`src/rtl/tl_vc_arbiter.sv`:
```
// Transaction-layer VC arbiter: sequences RESET/INIT/IDLE/ACTIVE, distributes the
// Umbral thresholds, grants one input FIFO per cycle by fixed priority and counts words per output.
module tl_vc_arbiter #(
    parameter int DATA_W   = 12,
    parameter int DEST_LSB = 8,
    parameter int CNT_W    = 5,
    parameter int UMB_W    = 3
) (
    input  logic                  clk,
    input  logic                  reset,
    input  logic                  init,
    input  logic [UMB_W-1:0]      umbral_bajo_in,
    input  logic [UMB_W-1:0]      umbral_alto_in,
    output logic [UMB_W-1:0]      umbral_bajo,
    output logic [UMB_W-1:0]      umbral_alto,
    input  logic [3:0]            in_empty,
    input  logic [4*DATA_W-1:0]   in_data,
    output logic [3:0]            in_pop,
    input  logic [3:0]            out_almost_full,
    input  logic [3:0]            out_full,
    output logic [3:0]            out_push,
    output logic [DATA_W-1:0]     out_data,
    input  logic                  req,
    input  logic [1:0]            idx,
    output logic [CNT_W-1:0]      contador,
    output logic                  valid,
    output logic                  idle,
    output logic [1:0]            state
);

    typedef enum logic [1:0] {
        ST_RESET  = 2'd0,
        ST_INIT   = 2'd1,
        ST_IDLE   = 2'd2,
        ST_ACTIVE = 2'd3
    } state_t;

    function automatic logic [1:0] dest_of(input logic [DATA_W-1:0] word);
        return word[DEST_LSB +: 2];
    endfunction

    function automatic logic [3:0] onehot4(input logic [1:0] sel);
        return 4'd1 << sel;
    endfunction

    state_t              state_q, state_d;
    logic [UMB_W-1:0]    umb_bajo_q, umb_alto_q;
    logic [3:0]          push_q, push_d;
    logic [DATA_W-1:0]   data_q, data_d;
    logic [CNT_W-1:0]    cnt_q [4];
    logic [CNT_W-1:0]    cont_q;
    logic                valid_q;
    logic [3:0]          cand_s, grant_s;
    logic [DATA_W-1:0]   sel_word_s;
    logic                arb_en_s, pending_s;

    assign arb_en_s  = (state_q == ST_ACTIVE) && !init;
    assign pending_s = |push_q;

    // Candidate inputs: non-empty and destination output has room
    always_comb begin
        cand_s = 4'd0;
        for (int i = 0; i < 4; i++) begin
            cand_s[i] = ~in_empty[i]
                      & ~out_almost_full[dest_of(in_data[i*DATA_W +: DATA_W])]
                      & ~out_full[dest_of(in_data[i*DATA_W +: DATA_W])];
        end
    end

    // Isolating the lowest set bit gives input 0 the highest priority
    assign grant_s = arb_en_s ? (cand_s & (~cand_s + 4'd1)) : 4'd0;

    // Route the granted head word towards its destination output
    always_comb begin
        sel_word_s = {DATA_W{1'b0}};
        case (grant_s)
            4'b0001: sel_word_s = in_data[0*DATA_W +: DATA_W];
            4'b0010: sel_word_s = in_data[1*DATA_W +: DATA_W];
            4'b0100: sel_word_s = in_data[2*DATA_W +: DATA_W];
            4'b1000: sel_word_s = in_data[3*DATA_W +: DATA_W];
            default: sel_word_s = {DATA_W{1'b0}};
        endcase
        push_d = (|grant_s) ? onehot4(dest_of(sel_word_s)) : 4'd0;
        data_d = (|grant_s) ? sel_word_s : data_q;
    end

    // Phase sequencing; leaving ACTIVE waits for the in-flight push
    always_comb begin
        state_d = state_q;
        case (state_q)
            ST_RESET: state_d = ST_INIT;
            ST_INIT:  state_d = init ? ST_INIT : ST_IDLE;
            ST_IDLE: begin
                if (init)              state_d = ST_INIT;
                else if (!(&in_empty)) state_d = ST_ACTIVE;
                else                   state_d = ST_IDLE;
            end
            ST_ACTIVE: begin
                if (pending_s)         state_d = ST_ACTIVE;
                else if (init)         state_d = ST_INIT;
                else if (&in_empty)    state_d = ST_IDLE;
                else                   state_d = ST_ACTIVE;
            end
            default: state_d = ST_RESET;
        endcase
    end

    // State, thresholds and push pipeline registers
    always_ff @(posedge clk or posedge reset) begin
        if (reset) begin
            state_q    <= ST_RESET;
            umb_bajo_q <= {UMB_W{1'b0}};
            umb_alto_q <= {UMB_W{1'b0}};
            push_q     <= 4'd0;
            data_q     <= {DATA_W{1'b0}};
        end else begin
            state_q <= state_d;
            push_q  <= push_d;
            data_q  <= data_d;
            if (state_q == ST_INIT) begin
                umb_bajo_q <= umbral_bajo_in;
                umb_alto_q <= umbral_alto_in;
            end else begin
                umb_bajo_q <= umb_bajo_q;
                umb_alto_q <= umb_alto_q;
            end
        end
    end

    // Per-output counters and readback; a read returns the pre-increment value
    always_ff @(posedge clk or posedge reset) begin
        if (reset) begin
            for (int d = 0; d < 4; d++) begin
                cnt_q[d] <= {CNT_W{1'b0}};
            end
            cont_q  <= {CNT_W{1'b0}};
            valid_q <= 1'b0;
        end else begin
            for (int d = 0; d < 4; d++) begin
                if (push_q[d]) cnt_q[d] <= cnt_q[d] + CNT_W'(1);
                else           cnt_q[d] <= cnt_q[d];
            end
            if (req && (state_q != ST_RESET)) begin
                cont_q  <= cnt_q[idx];
                valid_q <= 1'b1;
            end else begin
                cont_q  <= cont_q;
                valid_q <= 1'b0;
            end
        end
    end

    assign in_pop      = grant_s;
    assign out_push    = push_q;
    assign out_data    = data_q;
    assign umbral_bajo = umb_bajo_q;
    assign umbral_alto = umb_alto_q;
    assign contador    = cont_q;
    assign valid       = valid_q;
    assign idle        = (state_q == ST_IDLE);
    assign state       = state_q;

endmodule
```
`config.mk`:
```
export PLATFORM = sky130hd
export DESIGN_NAME = tl_vc_arbiter
export DESIGN_NICKNAME = d
export VERILOG_FILES = /design/src/rtl/tl_vc_arbiter.sv
export SDC_FILE = /design/constraint.sdc
export NUM_CORES = 1
export LEC_CHECK = 0
export CAP_MARGIN = 20
export CORE_ASPECT_RATIO = 0.7
export CORE_MARGIN = 2
export CORE_UTILIZATION = 39
export CTS_CLUSTER_DIAMETER = 60
export CTS_CLUSTER_SIZE = 10
export DETAILED_ROUTE_END_ITERATION = 8
export GPL_ROUTABILITY_DRIVEN = 0
export PLACE_DENSITY = 0.76
export SKIP_CTS_REPAIR_TIMING = 1
export SYNTH_ARGS = -nofsm -noshare
export SYNTH_HDL_FRONTEND = slang
export SYNTH_SLANG_ARGS = --single-unit
```
`constraint.sdc`:
```
create_clock -name clk -period 2.2 [get_ports clk]
set_input_delay 0.44 -clock clk [delete_from_list [all_inputs] [get_ports clk]]
set_output_delay 0.44 -clock clk [all_outputs]
set_load 0.02 [all_outputs]
```
======== Word-level counts from Yosys, hierarchy flattened ========
Cells that the tools add are included.
operators by class
  add/sub/neg operators ................... 5
  magnitude comparators ................... 5
  equality and inequality tests ........... 7
  shifts and indexed selects .............. 1
  multiplexer cells ....................... 28
  bitwise operators ....................... 23
  reduce and logical (&&, ||, !) cells .... 8
operators by type and width
  kind                                                                  number
  12-bit case mux with 4 select lines                                   1
  5-bit by 1-bit adder with 5-bit output, second input constant         4
  1-bit binary-select mux with 2-bit select                             8
  2-bit by 3-bit < comparator with 1-bit output, second input constant  4
  1-bit NOT                                                             12
  5-bit binary-select mux with 2-bit select                             1
  1-bit two-way mux                                                     10
  5-bit two-way mux                                                     2
  1-bit bitwise AND                                                     8
  4-bit two-way mux                                                     2
  2-bit case mux with 4 select lines                                    1
  4-bit OR reduction                                                    2
  2-bit two-way mux                                                     3
  4-bit by 1-bit adder with 4-bit output, second input constant         1
  4-bit bitwise AND                                                     1
  2-bit == test, second input constant                                  2
  4-bit by 1-bit == test with 1-bit output, second input constant       1
  4-bit by 2-bit == test with 1-bit output, second input constant       1
  4-bit by 3-bit == test with 1-bit output, second input constant       1
  4-bit == test, second input constant                                  1
  4-bit NOT                                                             1
  4-bit AND reduction                                                   1
  1-bit by 2-bit left shift with 4-bit output, first input constant     1
  3-bit >= comparator, second input constant                            1
  6 further kinds                                                       7
storage, ports and cells
  flip-flop bits (word level) ............. 50
  bits of input ports ..................... 72
  output and inout port bits .............. 35
  word-level logic and storage cells ...... 88

======== Longest topological paths before layout ========
Gate-level depths: netlist of the first run.
  depth in word-level cells ............... 13
  gate-level depth with buffers ........... 7
  mapped depth without buffers ............ 6

======== Worst setup path after synthesis of the first run ========
No wires, ideal clock.
  path type ............................... input to output
  from .................................... in out_almost_full[1]
  to ...................................... out in_pop[3]
  arrival time ............................ 1,901 ps
  required time ........................... 1,760 ps
  setup slack ............................. -141 ps
  stages on the path ...................... 5
  path buffers ............................ 1
  cell sequence ........................... or2_1 -> mux4_1 -> or2_1 -> nor4_4 -> buf_4
on the way
  longest elaborated chain between the ends .. 9
  elaborated cells between the ends (all ways) .. 24
  those cells by class .................... add/sub: 1; mux: 9; bitwise: 14
RTL lines
  item                                       line  source
  start, declared                            19    input logic [3:0] out_almost_full,
  1-bit binary-select mux with 2-bit select  65    & ~out_almost_full[dest_of(in_data[i*DATA_W +: DATA_W])]
  1-bit two-way mux (implied by the code)    65
  1-bit NOT                                  65
  1-bit bitwise AND                          65
  1-bit bitwise AND                          66    & ~out_full[dest_of(in_data[i*DATA_W +: DATA_W])];
  4-bit NOT                                  71    assign grant_s = arb_en_s ? (cand_s & (~cand_s + 4'd1)) : 4'd0;
  4-bit by 1-bit adder with 4-bit output     71
  4-bit bitwise AND *                        71
  4-bit two-way mux *                        71
  end, declared                              18    output logic [3:0] in_pop,
Mark *: on every way between the ends. The rest lies on a longest branch, timed or not. The select of a mux whose other input is x is not followed.

======== Worst setup path after layout of the first run ========
  from .................................... in out_full[3]
  to ...................................... out in_pop[3]
on the way
  longest elaborated chain between the ends .. 8
  elaborated cells between the ends (all ways) .. 20
  those cells by class .................... add/sub: 1; mux: 9; bitwise: 10
RTL lines
  item                                       line  source
  start, declared                            20    input logic [3:0] out_full,
  1-bit binary-select mux with 2-bit select  66
  1-bit two-way mux (implied by the code)    66
  1-bit NOT                                  66
  1-bit bitwise AND                          66
  4-bit NOT                                  71
  4-bit by 1-bit adder with 4-bit output     71
  4-bit bitwise AND *                        71
  4-bit two-way mux *                        71
Marks and branches as above.

==> flow_metrics.py, run 1 <==
metrics = {
    "timing": {
        "fin_skew_ns": 0.00321,
        "post-route-min-period_ns": 2.50,
        "setup_tns_ns": -2.11,
        "min_period_over_period": 1.14,
        "worst_pin_slew_ns": 0.604,
        "maxSlewHeadroom": 0.595,
        "setup_violations": 17,
        "finalHoldViolations": 0,
        "worst_hold_slack_ns": 0.435,
        "rsz0062_at_grt": "yes",
        "drv_slew": 0,
        "fmax_mhz": 400,
        "final_critical_path_setup_slack_ns": -0.298,
    },
    "finish": {
        "drive_above_1_share": 0.311,
        "fin_util": 0.664,
        "n_fill_cell": 506,
        "diodes": 0,
        "syn_to_final_growth_pct": 66.5,
        "multi_input_area_um2": 1410,
        "fin_nets": 467,
        "regArea_um2": 1250,
    },
    "logic_synthesis": {
        "synth-seq-area-share": 0.471,
        "ys_ff_latch": 50,
        "synth_edf_count": 0,
        "syn_nets": 308,
        "synthCells": 232,
        "ys_warn_count": 0,
        "synthFlopType": "dfrtp_1",
        "syn-cell-area_um2": 2660,
        "syn_avg_cell_area_um2": 11.5,
        "ys_types": 46,
        "synthArstFlopShare": 1.00,
    },
    "routing": {
        "postRouteAntennaNets": 0,
        "via_per_inst": 5.22,
        "dr.pass1.iters": 5,
        "wl_per_cell_um": 16.6,
        "drcViolationCount": 0,
        "vias": 2537,
        "wirelength_mm": 8.07,
        "drt_iter0_drc": 122,
    },
    "outcome": {
        "status": "finished with violations",
        "violations": "negative setup slack",
    },
    "worst_setup_path": {
        "r2r-end": "out_push[0]",
        "end_kind": "output pin",
        "arrival_ns": 2.06,
        "critical_path.max_fanout": 3,
        "crit_type": "in -> out",
        "worst_ep_required_time_ns": 1.76,
        "start_kind": "primary input",
        "worst_r2r_startpoint": "state[1]",
        "reg2reg_depth": 8,
        "reg2reg_slack_ns": 0.42,
    },
    "clock_network": {
        "ctsRootBufferMaster": "clkbuf_8",
        "cts_tree": "done",
        "clk_pin_slew_ns": 0.10,
        "cts_num_sinks": 50,
        "cts.htree.levels": 2,
        "cts_max_path_buffers": 2,
        "insertion_delay_ns": 0.31,
        "numCtsBuffers": 5,
    },
    "hold_path": {
        "hold_path_class": "in -> async",
    },
    "floorplan": {
        "ios": 107,
        "die_width_um": 103,
        "initial_core_util": 0.399,
        "core_area_um2": 6660,
        "fp.dieH_um": 73.1,
        "die_area_um2": 7500,
        "rows": 25,
    },
    "power_and_ir_drop": {
        "p_total_mw": 3.35,
        "pwr-share-clk": 0.205,
        "p_leak_nw": 2.00,
        "p_per_area_nw_per_um2": 758,
        "comb_power_share": 0.389,
        "switching_share": 0.325,
        "peakVddDrop_mv": 0.376,
        "p_int_mw": 2.26,
        "seq_power_share": 0.405,
        "switchingPower_mw": 1.09,
    },
    "global_route": {
        "grt_remaining_overflow": 0,
        "grt_pass1_vias": 2443,
        "grt_antenna_before_repair": 0,
        "grt_pass1_wl_mm": 11.9,
        "track_usage": 0.205,
        "grt_max_degree": 33,
    },
    "place": {
        "port-buffer-count": 106,
        "place_ws_ns": -1.07,
        "dpl.hpwl_mm": 5.84,
    },
    "job": {
        "drv_cap": 0,
    },
}
power by group through the flow:
stage | Combinational, mW | Sequential, mW | Clock (mW)
floorplan | 0.462 | 1.52 | 0
global placement | 1.23 | 1.36 | 0
detailed placement | 1.25 | 1.37 | 0
CTS | 1.26 | 1.36 | 0.702
global route | 1.41 | 1.39 | 0.734
finish | 1.31 | 1.36 | 0.689
stage by stage:
step,area [µm²],instances
after floorplan,2660,232
after global placement,4100,463
after detailed placement,4100,463
after CTS,4210,471
after global routing,4430,486
final,4430,486
cells in the final DEF (no fill, tap or decap), drive strengths merged, types with 2 or more instances in the layout:
master	Yosys	routed
or2	6	6
a22o	10	10
buf	4	61
ha	4	4
nor2b	3	3
dfrtp	50	50
xnor2	12	12
nor3b	4	4
o2bb2ai	2	2
mux4	7	7
dlymetal6s2s	0	5
inv	6	7
clkdlybuf4s50	0	89
a21oi	13	13
nand2	21	21
xor2	4	4
a211o	10	10
nand4	9	9
clkbuf	4	10
nor3	7	7
o21ai	4	4
nand3	10	10
and3	2	2
mux2i	2	2
o211a	2	2
o22ai	3	3
nor2	7	7
mux2	16	16
worst max-delay path, stage by stage:
cell and delay, ns:
buf_6 0.09, or2_4 0.25, mux4_2 0.50, or2_4 0.28, nor4_4 0.30, buf_4 0.20
synth_stat cells (2+ instances only):
cell type	n	area share
mux4_2	6	0.051
dfrtp_1	50	0.47
a21oi_1	13	0.024
nand4_1	9	0.021
or2_1	4	0.0094
inv_1	6	0.0085
mux2i_1	2	0.0075
o21ai_0	2	0.0038
nor2_1	7	0.0099
a22o_2	4	0.015
ha_1	4	0.019
a211o_1	9	0.030
nand2_1	21	0.030
mux2_2	16	0.068
o211a_1	2	0.0075
nor2b_1	3	0.0071
clkbuf_1	4	0.0056
o2bb2ai_1	2	0.0066
nand3_1	10	0.019
nor3_1	7	0.013
nor3b_1	4	0.011
xnor2_1	12	0.040
buf_4	2	0.0056
o22ai_1	2	0.0047
and3_1	2	0.0047
a22o_1	6	0.020
xor2_1	4	0.013
state kept, by name (all words and copies together) (netlist names):
register / count
cnt_q: 20
state: 2
valid: 1
out_push: 4
umbral_alto: 3
contador: 5
umbral_bajo: 3
out_data: 12
cell families (layout without fill, tap and decap cells):
family,count (synthesis),after routing,share of synthesized area
simple gates,72,72,0.144
mux,25,25,0.136
flops,50,50,0.471
xor+xnor,16,16,0.0527
fa+ha+maj,4,4,0.0188
compound gates,51,51,0.152
buf+inv,14,174,0.0259
final cells by class:
type | instances | share of cell area
clock buffer | 5 | 0.0155
clock inverter | 3 | 0.0110
inverter | 6 | 0.00509
multi-input combinational | 168 | 0.319
sequential | 50 | 0.283
tap | 94 | 0.0266
timing repair buffer | 160 | 0.340
worst max path at each step:
stage	from	end	depth (start not counted)	slack, ns
final	out_full[3]	in_pop[3]	6	-0.30
after floorplan	out_almost_full[1]	in_pop[3]	5	-0.12
after CTS	out_almost_full[2]	in_pop[3]	6	-1.07
after global placement	out_almost_full[2]	in_pop[3]	6	-1.03
after detailed placement	out_almost_full[2]	in_pop[3]	6	-1.07
after global routing	out_full[3]	in_pop[3]	6	-0.35
per-layer routing:
| metal | track usage | wire (µm) |
|---|---|---|
| met1 | 0.284 | 3530 |
| met4 | 0.0519 | 83 |
| met3 | 0.0517 | 556 |
| met5 | 0 | 0 |
| met2 | 0.325 | 3900 |
Note: power is estimated with default switching activity, not from simulation.
==> inputs of run 2 (changes only) <==
==> constraint.sdc (replaced) <==
create_clock -name clk -period 2.2 [get_ports clk]
set_input_delay 0.44 -clock clk [delete_from_list [all_inputs] [get_ports clk]]
set_output_delay 0.44 -clock clk [all_outputs]
set_load 0.1 [all_outputs]
==> run 2 against run 1 <==
  * The run still ends with negative setup slack left
  * Total power up 22%
  * Non-clock buffer count is 5 lower
  * Cell count is 1.0% lower
  * Utilization down 1.5 points
  * Register-to-register slack lost 0.21 ns
  * Routed wire length is 2.4% lower
  * Worst hold slack gained 0.037 ns
  * Clock skew up 0.0045 ns
==> flow_metrics.py, run 2 (synthesis results as in run 1) <==
metrics = {
    "outcome": {
        "status": "finished with violations",
        "violations": "negative setup slack",
    },
    "finish": {
        "layout_commonest_cell": "buf_4",
        "diodes": 0,
        "multi_input_area_um2": 1420,
        "finalInstanceArea_um2": 4330,
        "regArea_um2": 1250,
        "drive_above_1_share": 0.388,
        "n_fill_cell": 524,
        "syn_to_final_growth_pct": 62.8,
        "fin_util": 0.650,
        "largest_reg_flops": 20,
        "regMostFlops": "cnt_q",
        "fin_nets": 462,
        "fin_cells": 481,
        "final_cell_mix": "72 x buf_4, 58 x clkdlybuf4s50_1, 48 x dfrtp_1, 21 x nand2_1, 16 x mux2_2",
    },
    "worst_setup_path": {
        "cp_top_family": "simple AND/OR/NAND/NOR gates",
        "end_kind": "output pin",
        "cp_cell_sequence": "clkbuf_2, or2_4, mux4_2, or2_4, nor4_4, buf_12",
        "crit_path_frequent_cell": "or2_4",
        "critical_path.max_fanout": 3,
        "reg2reg_depth": 8,
        "crit_type": "in -> out",
        "start_kind": "primary input",
        "worst_ep_required_time_ns": 1.76,
        "crit_path_max_incr_delay_ns": 0.49,
        "slowest_stage": "mux4_2",
        "worst_r2r_startpoint": "state[1]",
        "arrival_ns": 2.22,
        "crit_buf_inv": 2,
        "reg2reg_slack_ns": 0.21,
        "r2r-end": "out_push[3]",
    },
    "power_and_ir_drop": {
        "peakVddDrop_mv": 0.871,
        "p_per_area_nw_per_um2": 947,
        "p_leak_nw": 2.02,
    },
    "place": {
        "placed_cell_area_um2": 4090,
        "dpl.hpwl_mm": 5.95,
        "port-buffer-count": 106,
        "placed_cells_incl_taps": 462,
    },
    "routing": {
        "vias": 2506,
        "via_per_inst": 5.21,
        "drcViolationCount": 0,
        "drt_iter0_drc": 117,
        "wirelength_mm": 7.88,
        "dr.pass1.iters": 6,
        "wl_per_cell_um": 16.4,
        "postRouteAntennaNets": 0,
    },
    "timing": {
        "drv_slew": 0,
        "setup_violations": 16,
        "finalHoldViolations": 0,
        "rsz0062_at_grt": "yes",
        "min_period_over_period": 1.21,
        "final_critical_path_setup_slack_ns": -0.464,
        "fmax_mhz": 375,
        "worst_hold_slack_ns": 0.472,
        "maxSlewHeadroom": 0.584,
        "worst_pin_slew_ns": 0.624,
        "post-route-min-period_ns": 2.66,
        "fin_skew_ns": 0.00774,
        "setup_tns_ns": -1.53,
    },
    "global_route": {
        "grt_max_degree": 51,
        "track_usage": 0.215,
        "grt_pass1_wl_mm": 12.0,
        "grt_antenna_before_repair": 0,
        "grt_remaining_overflow": 0,
        "grt_pass1_vias": 2475,
    },
    "floorplan": {
        "core_area_um2": 6660,
        "fp.dieH_um": 73.1,
        "die_width_um": 103,
        "die_area_um2": 7500,
        "rows": 25,
        "ios": 107,
        "initial_core_util": 0.399,
    },
    "hold_path": {
        "min_from": "cnt_q[14]",
        "worstHoldPathCells": 1,
        "hold_path_class": "reg -> reg",
        "hold_end": "cnt_q[14]",
    },
    "clock_network": {
        "cts_num_sinks": 50,
        "cts_max_path_buffers": 2,
        "clk_pin_slew_ns": 0.09,
        "cts.htree.levels": 2,
        "insertion_delay_ns": 0.31,
        "cts_tree": "done",
        "numCtsBuffers": 5,
        "ctsRootBufferMaster": "clkbuf_8",
    },
    "job": {
        "drv_cap": 0,
    },
}
## run 2: stage by stage
stage	worst slack (ns)	power, mW
after floorplan	-0.154	2.92
after global placement	-0.617	3.50
after detailed placement	-0.671	3.54
after CTS	-0.689	4.08
after global routing	-0.507	4.30
final	-0.464	4.10
## run 2: report_power, final
part / total (mW) / internal [mW] / switching, mW / leakage [nW]
clock network: 0.541 / 0.225 / 0.316 / 0.0452
registers: 1.37 / 1.16 / 0.213 / 0.638
logic: 2.18 / 0.695 / 1.49 / 1.34
## run 2: final cells by class
type / count / area share
multi-input combinational: 168 / 0.328
tap: 94 / 0.0272
clock buffer: 6 / 0.0168
sequential: 50 / 0.290
clock inverter: 2 / 0.00318
inverter: 6 / 0.00520
timing repair buffer: 155 / 0.330
## run 2: routing by layer
layer  wire length, µm  global-route usage  share of wire
met5                 0                   0              0
met4               138              0.0741          0.018
met3               800              0.0881           0.10
met2              3670               0.348           0.47
met1              3270               0.260           0.42
## run 2: how the worst max path moves through the flow
stage	slack [ns]	start	to	cells after the start
after CTS	-0.69	out_almost_full[3]	in_pop[3]	6
after floorplan	-0.15	out_almost_full[2]	in_pop[3]	5
final	-0.46	out_almost_full[3]	in_pop[3]	6
after global placement	-0.62	out_almost_full[3]	in_pop[3]	6
after global routing	-0.51	out_full[3]	in_pop[3]	6
after detailed placement	-0.67	out_almost_full[3]	in_pop[3]	6
## run 2: worst register-to-register path, stage by stage, from the launching register on
cell and delay [ns]:
dfrtp_2 0.36, nand2_1 0.07, nor2_1 0.26, o21ai_4 0.14, buf_4 0.16, buf_4 0.12, o2bb2ai_1 0.50, o22ai_1 0.17
nor2_1 0.14
==> inputs of run 3 (changes only) <==
==> constraint.sdc (replaced) <==
create_clock -name clk -period 2.2 [get_ports clk]
set_input_delay 0.44 -clock clk [delete_from_list [all_inputs] [get_ports clk]]
set_output_delay 0.44 -clock clk [all_outputs]
set_load 0.005 [all_outputs]
==> run 3 against run 2 <==
  * Via count fell by 2.5%
  * The flow still finishes with violations (negative setup slack)
  * Largest power group is now sequential cells
  * Routed wire length fell by 4.9%
  * Largest cell class is now multi-input gates
  * Global-route usage fell by 0.62 points
  * Clock skew fell by 0.0028 ns
==> flow_metrics.py, run 3 (synthesis results as in run 1) <==
metrics = {
    "clock_network": {
        "ctsRootBufferMaster": "clkbuf_8",
        "cts_tree": "done",
        "insertion_delay_ns": 0.30,
        "clk_pin_slew_ns": 0.09,
        "numCtsBuffers": 5,
        "cts.htree.levels": 2,
        "cts_num_sinks": 50,
        "cts_max_path_buffers": 2,
    },
    "finish": {
        "diodes": 0,
        "regMostFlops": "cnt_q",
        "syn_to_final_growth_pct": 63.5,
        "layout_commonest_cell": "clkdlybuf4s50_1",
        "drive_above_1_share": 0.299,
        "finalInstanceArea_um2": 4350,
        "final_cell_mix": "90 x clkdlybuf4s50_1, 50 x dfrtp_1, 41 x buf_4, 20 x nand2_1, 16 x mux2_2",
        "fin_nets": 460,
        "largest_reg_flops": 20,
    },
    "routing": {
        "routed-wl-met3_um": 700,
        "postRouteAntennaNets": 0,
        "via_per_inst": 5.10,
        "route.met2.wl_mm": 3.45,
        "wl_met1_mm": 3.26,
        "vias": 2444,
        "wl_per_cell_um": 15.6,
        "top_layer": "met4",
        "wirelength_mm": 7.49,
        "drcViolationCount": 0,
        "dr.pass1.iters": 4,
        "drt_iter0_drc": 118,
    },
    "timing": {
        "post-route-min-period_ns": 2.50,
        "final_critical_path_setup_slack_ns": -0.296,
        "min_period_over_period": 1.13,
        "fin_skew_ns": 0.00494,
        "maxSlewHeadroom": 0.648,
        "finalHoldViolations": 0,
        "setup_violations": 17,
        "rsz0062_at_grt": "yes",
        "worst_pin_slew_ns": 0.525,
        "fmax_mhz": 401,
        "drv_slew": 0,
    },
    "place": {
        "placed_cell_area_um2": 4100,
        "dpl.hpwl_mm": 5.68,
        "port-buffer-count": 106,
    },
    "worst_setup_path": {
        "end_kind": "output pin",
        "crit_end": "in_pop[3]",
        "arrival_ns": 2.06,
        "reg2reg_depth": 8,
        "r2r-end": "out_push[0]",
        "worst_ep_required_time_ns": 1.76,
        "reg2reg_slack_ns": 0.36,
        "crit_start": "out_full[3]",
        "worst_r2r_startpoint": "state[1]",
        "critical_path.max_fanout": 2,
        "start_kind": "primary input",
        "crit_type": "in -> out",
    },
    "floorplan": {
        "die_area_um2": 7500,
        "initial_core_util": 0.399,
        "ios": 107,
        "die_width_um": 103,
        "core_area_um2": 6660,
        "fp.dieH_um": 73.1,
        "rows": 25,
    },
    "global_route": {
        "grt_antenna_before_repair": 0,
        "grt_max_degree": 51,
        "track_usage": 0.209,
        "grt_pass1_vias": 2539,
        "grt_remaining_overflow": 0,
        "grt_pass1_wl_mm": 12.1,
    },
    "job": {
        "drv_cap": 0,
    },
    "hold_path": {
        "hold_path_class": "reg -> reg",
    },
    "outcome": {
        "status": "finished with violations",
        "violations": "negative setup slack",
    },
    "power_and_ir_drop": {
        "p_leak_nw": 1.95,
        "peakVddDrop_mv": 0.312,
        "p_total_mw": 3.05,
        "p_per_area_nw_per_um2": 701,
    },
}
-- run 3: cell count changes in the layout (fill, tap and decap cells not counted), sizes merged --
cell / before / now
buf: 87 / 52
clkbuf: 11 / 14
clkdlybuf4s50: 58 / 90
clkinv: 2 / 1
dlymetal6s2s: 5 / 4
-- run 3: layer usage --
metal / vias up / track usage
li1: 1170 / -
met2: 104 / 0.333
met3: 8 / 0.0603
met4: 0 / 0.0578
met1: 1162 / 0.279
met5: - / 0
-- run 3: layout make-up --
class / instances / area (µm²)
multi-input combinational: 168 / 1430
clock inverter: 1 / 8.76
clock buffer: 7 / 96.3
fill: 536 / 2310
timing repair buffer: 153 / 1420
tap: 94 / 118
sequential: 50 / 1250
inverter: 6 / 22.5
-- run 3: report_power, final --
group / internal [mW] / switching, mW / leakage, nW
combinational: 0.737 / 0.351 / 1.26
clock: 0.289 / 0.310 / 0.0544
sequential: 1.16 / 0.201 / 0.640
total: 2.19 / 0.862 / 1.95
-- run 3: worst min-delay path by stage --
stage / from / endpoint / slack, ns / depth (start not counted)
after CTS: cnt_q[9] / cnt_q[9] / 0.48 / 1
after global routing: reset / umbral_alto[2] / 0.51 / 3
after global placement: cnt_q[9] / cnt_q[9] / 0.46 / 1
final: cnt_q[9] / cnt_q[9] / 0.47 / 1
after floorplan: cnt_q[14] / cnt_q[14] / 0.44 / 1
after detailed placement: cnt_q[9] / cnt_q[9] / 0.46 / 1
-- run 3: worst max-delay path, cell delays in order --
cell and delay (ns):
buf_6 0.09, or2_4 0.24, mux4_2 0.49, or2_4 0.29, nor4_4 0.33, buf_2 0.17
-- run 3: stage by stage --
| step | setup slack [ns] | util | hold WS (ns) | TNS, ns | instances |
|---|---|---|---|---|---|
| finish | -0.296 | 0.653 | 0.473 | -1.92 | 479 |
| global route | -0.316 | 0.653 | 0.505 | -2.38 | 479 |
| CTS | -1.01 | 0.631 | 0.476 | -11.56 | 471 |
| detailed placement | -1.00 | 0.615 | 0.463 | -16.57 | 463 |
| global placement | -0.952 | 0.615 | 0.458 | -16.56 | 463 |
| floorplan | -0.112 | - | 0.441 | -0.112 | 232 |
==> RTL change, RTL diff (settings of run 3) <==
The parameter `UMB_W` goes from 3 to 6.
--- a/src/rtl/tl_vc_arbiter.sv
+++ b/src/rtl/tl_vc_arbiter.sv
@@ -4,7 +4,7 @@
     parameter int DATA_W   = 12,
     parameter int DEST_LSB = 8,
     parameter int CNT_W    = 5,
-    parameter int UMB_W    = 3
+    parameter int UMB_W    = 6
 ) (
     input  logic                  clk,
     input  logic                  reset,
Ports: changed (resized umbral_alto, umbral_alto_in, umbral_bajo and umbral_bajo_in); port bits go from 107 to 119. No check against the original RTL was run, so the function may have changed too.
==> RTL change against run 3 <==
The flow still finishes with violations (setup timing); count of clock-buffer cells in the layout decreased by 2; total power rose by 6.9%; final cell count rose by 4.2%; highest routed layer unchanged; critical path type unchanged; setup slack improved by 0.17 ns; area after synthesis up 7.7%; sequential power is 13% higher; routed wire length rose by 8.7%; synthesized cell count is 5.2% higher; largest cell class unchanged; combinational power is 7% higher; sequential share of layout area rose by 1.8 points; cell area grew 5.3%; first-iteration DRC count fell by 18%; critical endpoint unchanged; sequential cell count rose by 6.
==> RTL change: results (changes against run 3) <==
Routing
  – Drt total wl: 8140 um (was 7490 um)
  – Starting DRC count in detailed routing: 97 (was 118)
  – Vias per Instance: 5.25 (was 5.10)

Final layout
  – Clock network area share: 1.91% (was 2.42%)
  – Fillers: 581 (was 536)
  – Fraction of area in multi-input gates: 32.3% (was 32.9%)
  – Layout cells sized above 1: 27.4% (was 29.9%)
  – Clock buffers: 5 (was 7)
  – #MultiIn Comb: 176 (was 168)
  – Logic inverters: 4 (was 6)
  – Non-CTS buffers: 157 (was 153)
  – Data buffer area share: 32.1% (was 32.7%)
  – Non-filler cells, final: 499 (was 479)

Placed design
  – Post-Place Cells: 485 (was 463)
  – I/O Buffers: 118 (was 106)

STA
  – Final setup margin: -0.121 ns (was -0.296 ns)
  – Hold_ws: 0.484 ns (was 0.473 ns)
  – Setup violators final: 6 (was 17)
  – Actual slew at the worst max-slew pin: 0.596 ns (was 0.525 ns)
  – Layout Skew: 0.00438 ns (was 0.00494 ns)

Global routing
  – Vias in the first global route: 2,654 (was 2,539)
  – Largest net degree at the start of global routing: 57 (was 51)
  – First-pass GRT wire length: 12,900 um (was 12,100 um)
  – GRT Util Overall: 20.7% (was 20.9%)

Logic synthesis
  – Post-Synthesis Cells: 244 (was 232)
  – Register area share after synthesis: 49.0% (was 47.1%)
  – Most common library cells after synthesis: dfrtp_1 (56), mux2_2 (22), nand2_1 (19), a21oi_1 (14), xnor2_1 (12) (was dfrtp_1 (50), nand2_1 (21), mux2_2 (16), a21oi_1 (13), xnor2_1 (12))
  – Synth cell types: 45 (was 46)
  – Mapped Nets: 326 (was 308)
  – Top cells by area, synth: dfrtp_1 (49%), mux2_2 (8.7%), mux4_2 (5.5%), xnor2_1 (3.7%), a211o_1 (3.1%) (was dfrtp_1 (47%), mux2_2 (6.8%), mux4_2 (5.1%), xnor2_1 (4.0%), a211o_1 (3.0%))

Critical path
  – CP max FO: 3 (was 2)
  – Reg2Reg Depth: 7 (was 8)
  – Critical R2R Capture: out_push[2] (was out_push[0])
  – Reg2reg setup slack: 0.46 ns (was 0.36 ns)

Pwr
  – Clock-net power: 551 uW (was 599 uW)
  – Switch share: 29.0% (was 28.3%)
  – Leak: 0.00205 uW (was 0.00195 uW)
  – Comb group: 1170 uW (was 1090 uW)

Run status
  – Violated checks: setup timing (unchanged)
  – Outcome: finished, violations left (unchanged)

CTS
  – Clk sinks: 56 (was 50)

Hold path
  – Hold Crit Endpoint: cnt_q[19] (was cnt_q[9])
  – Hold wc startpoint: cnt_q[19] (was cnt_q[9])
RTL change: worst max path at each step:
| stage | startpoint | endpoint | slack (ns) | cells after the start |
|---|---|---|---|---|
| floorplan | out_almost_full[3] | in_pop[3] | -0.02 | 5 |
| global placement | out_almost_full[1] | in_pop[3] | -0.84 | 6 |
| detailed placement | out_almost_full[3] | out_data[8] | -0.86 | 7 |
| CTS | out_almost_full[3] | in_pop[3] | -0.87 | 6 |
| global route | out_almost_full[1] | in_pop[3] | -0.18 | 6 |
| finish | out_almost_full[1] | in_pop[3] | -0.12 | 6 |
RTL change: cell families after synthesis:
group	after synthesis	synth area share (%)
XOR/XNOR	16	4.89
AND/OR/NAND/NOR	70	13.5
AO/OA/AOI/OAI	56	14.5
adder cells (fa/ha/maj)	4	1.75
buffers and inverters	12	1.97
flip-flops	56	49.0
multiplexers	30	14.5
RTL change: per-stage QoR:
step	power (uW)	util, %	setup TNS, ns	setup slack, ns	cell area, sq um
finish	3260	63.7	-0.249	-0.121	4580
global route	3470	63.7	-0.604	-0.179	4580
CTS	3270	62.2	-9.96	-0.869	4470
detailed placement	2710	61.0	-14.99	-0.862	4390
global placement	2660	61.0	-14.14	-0.844	4390
floorplan	1980	-	-0.0155	-0.0155	2860
RTL change: per-layer routing:
| metal | track usage [%] | vias up | routed length (um) |
|---|---|---|---|
| met2 | 35.6 | 88 | 3880 |
| met4 | 4.97 | 0 | 85 |
| met1 | 26.9 | 1297 | 3610 |
| met5 | 0 | - | 0 |
| met3 | 5.13 | 9 | 561 |
| li1 | - | 1225 | - |
RTL change: worst max-delay path, delay by kind of cell:
| family | cells | cell delay (ns) |
|---|---|---|
| AND/OR/NAND/NOR | 3 | 0.65 |
| multiplexers | 1 | 0.48 |
| buffers and inverters | 2 | 0.31 |
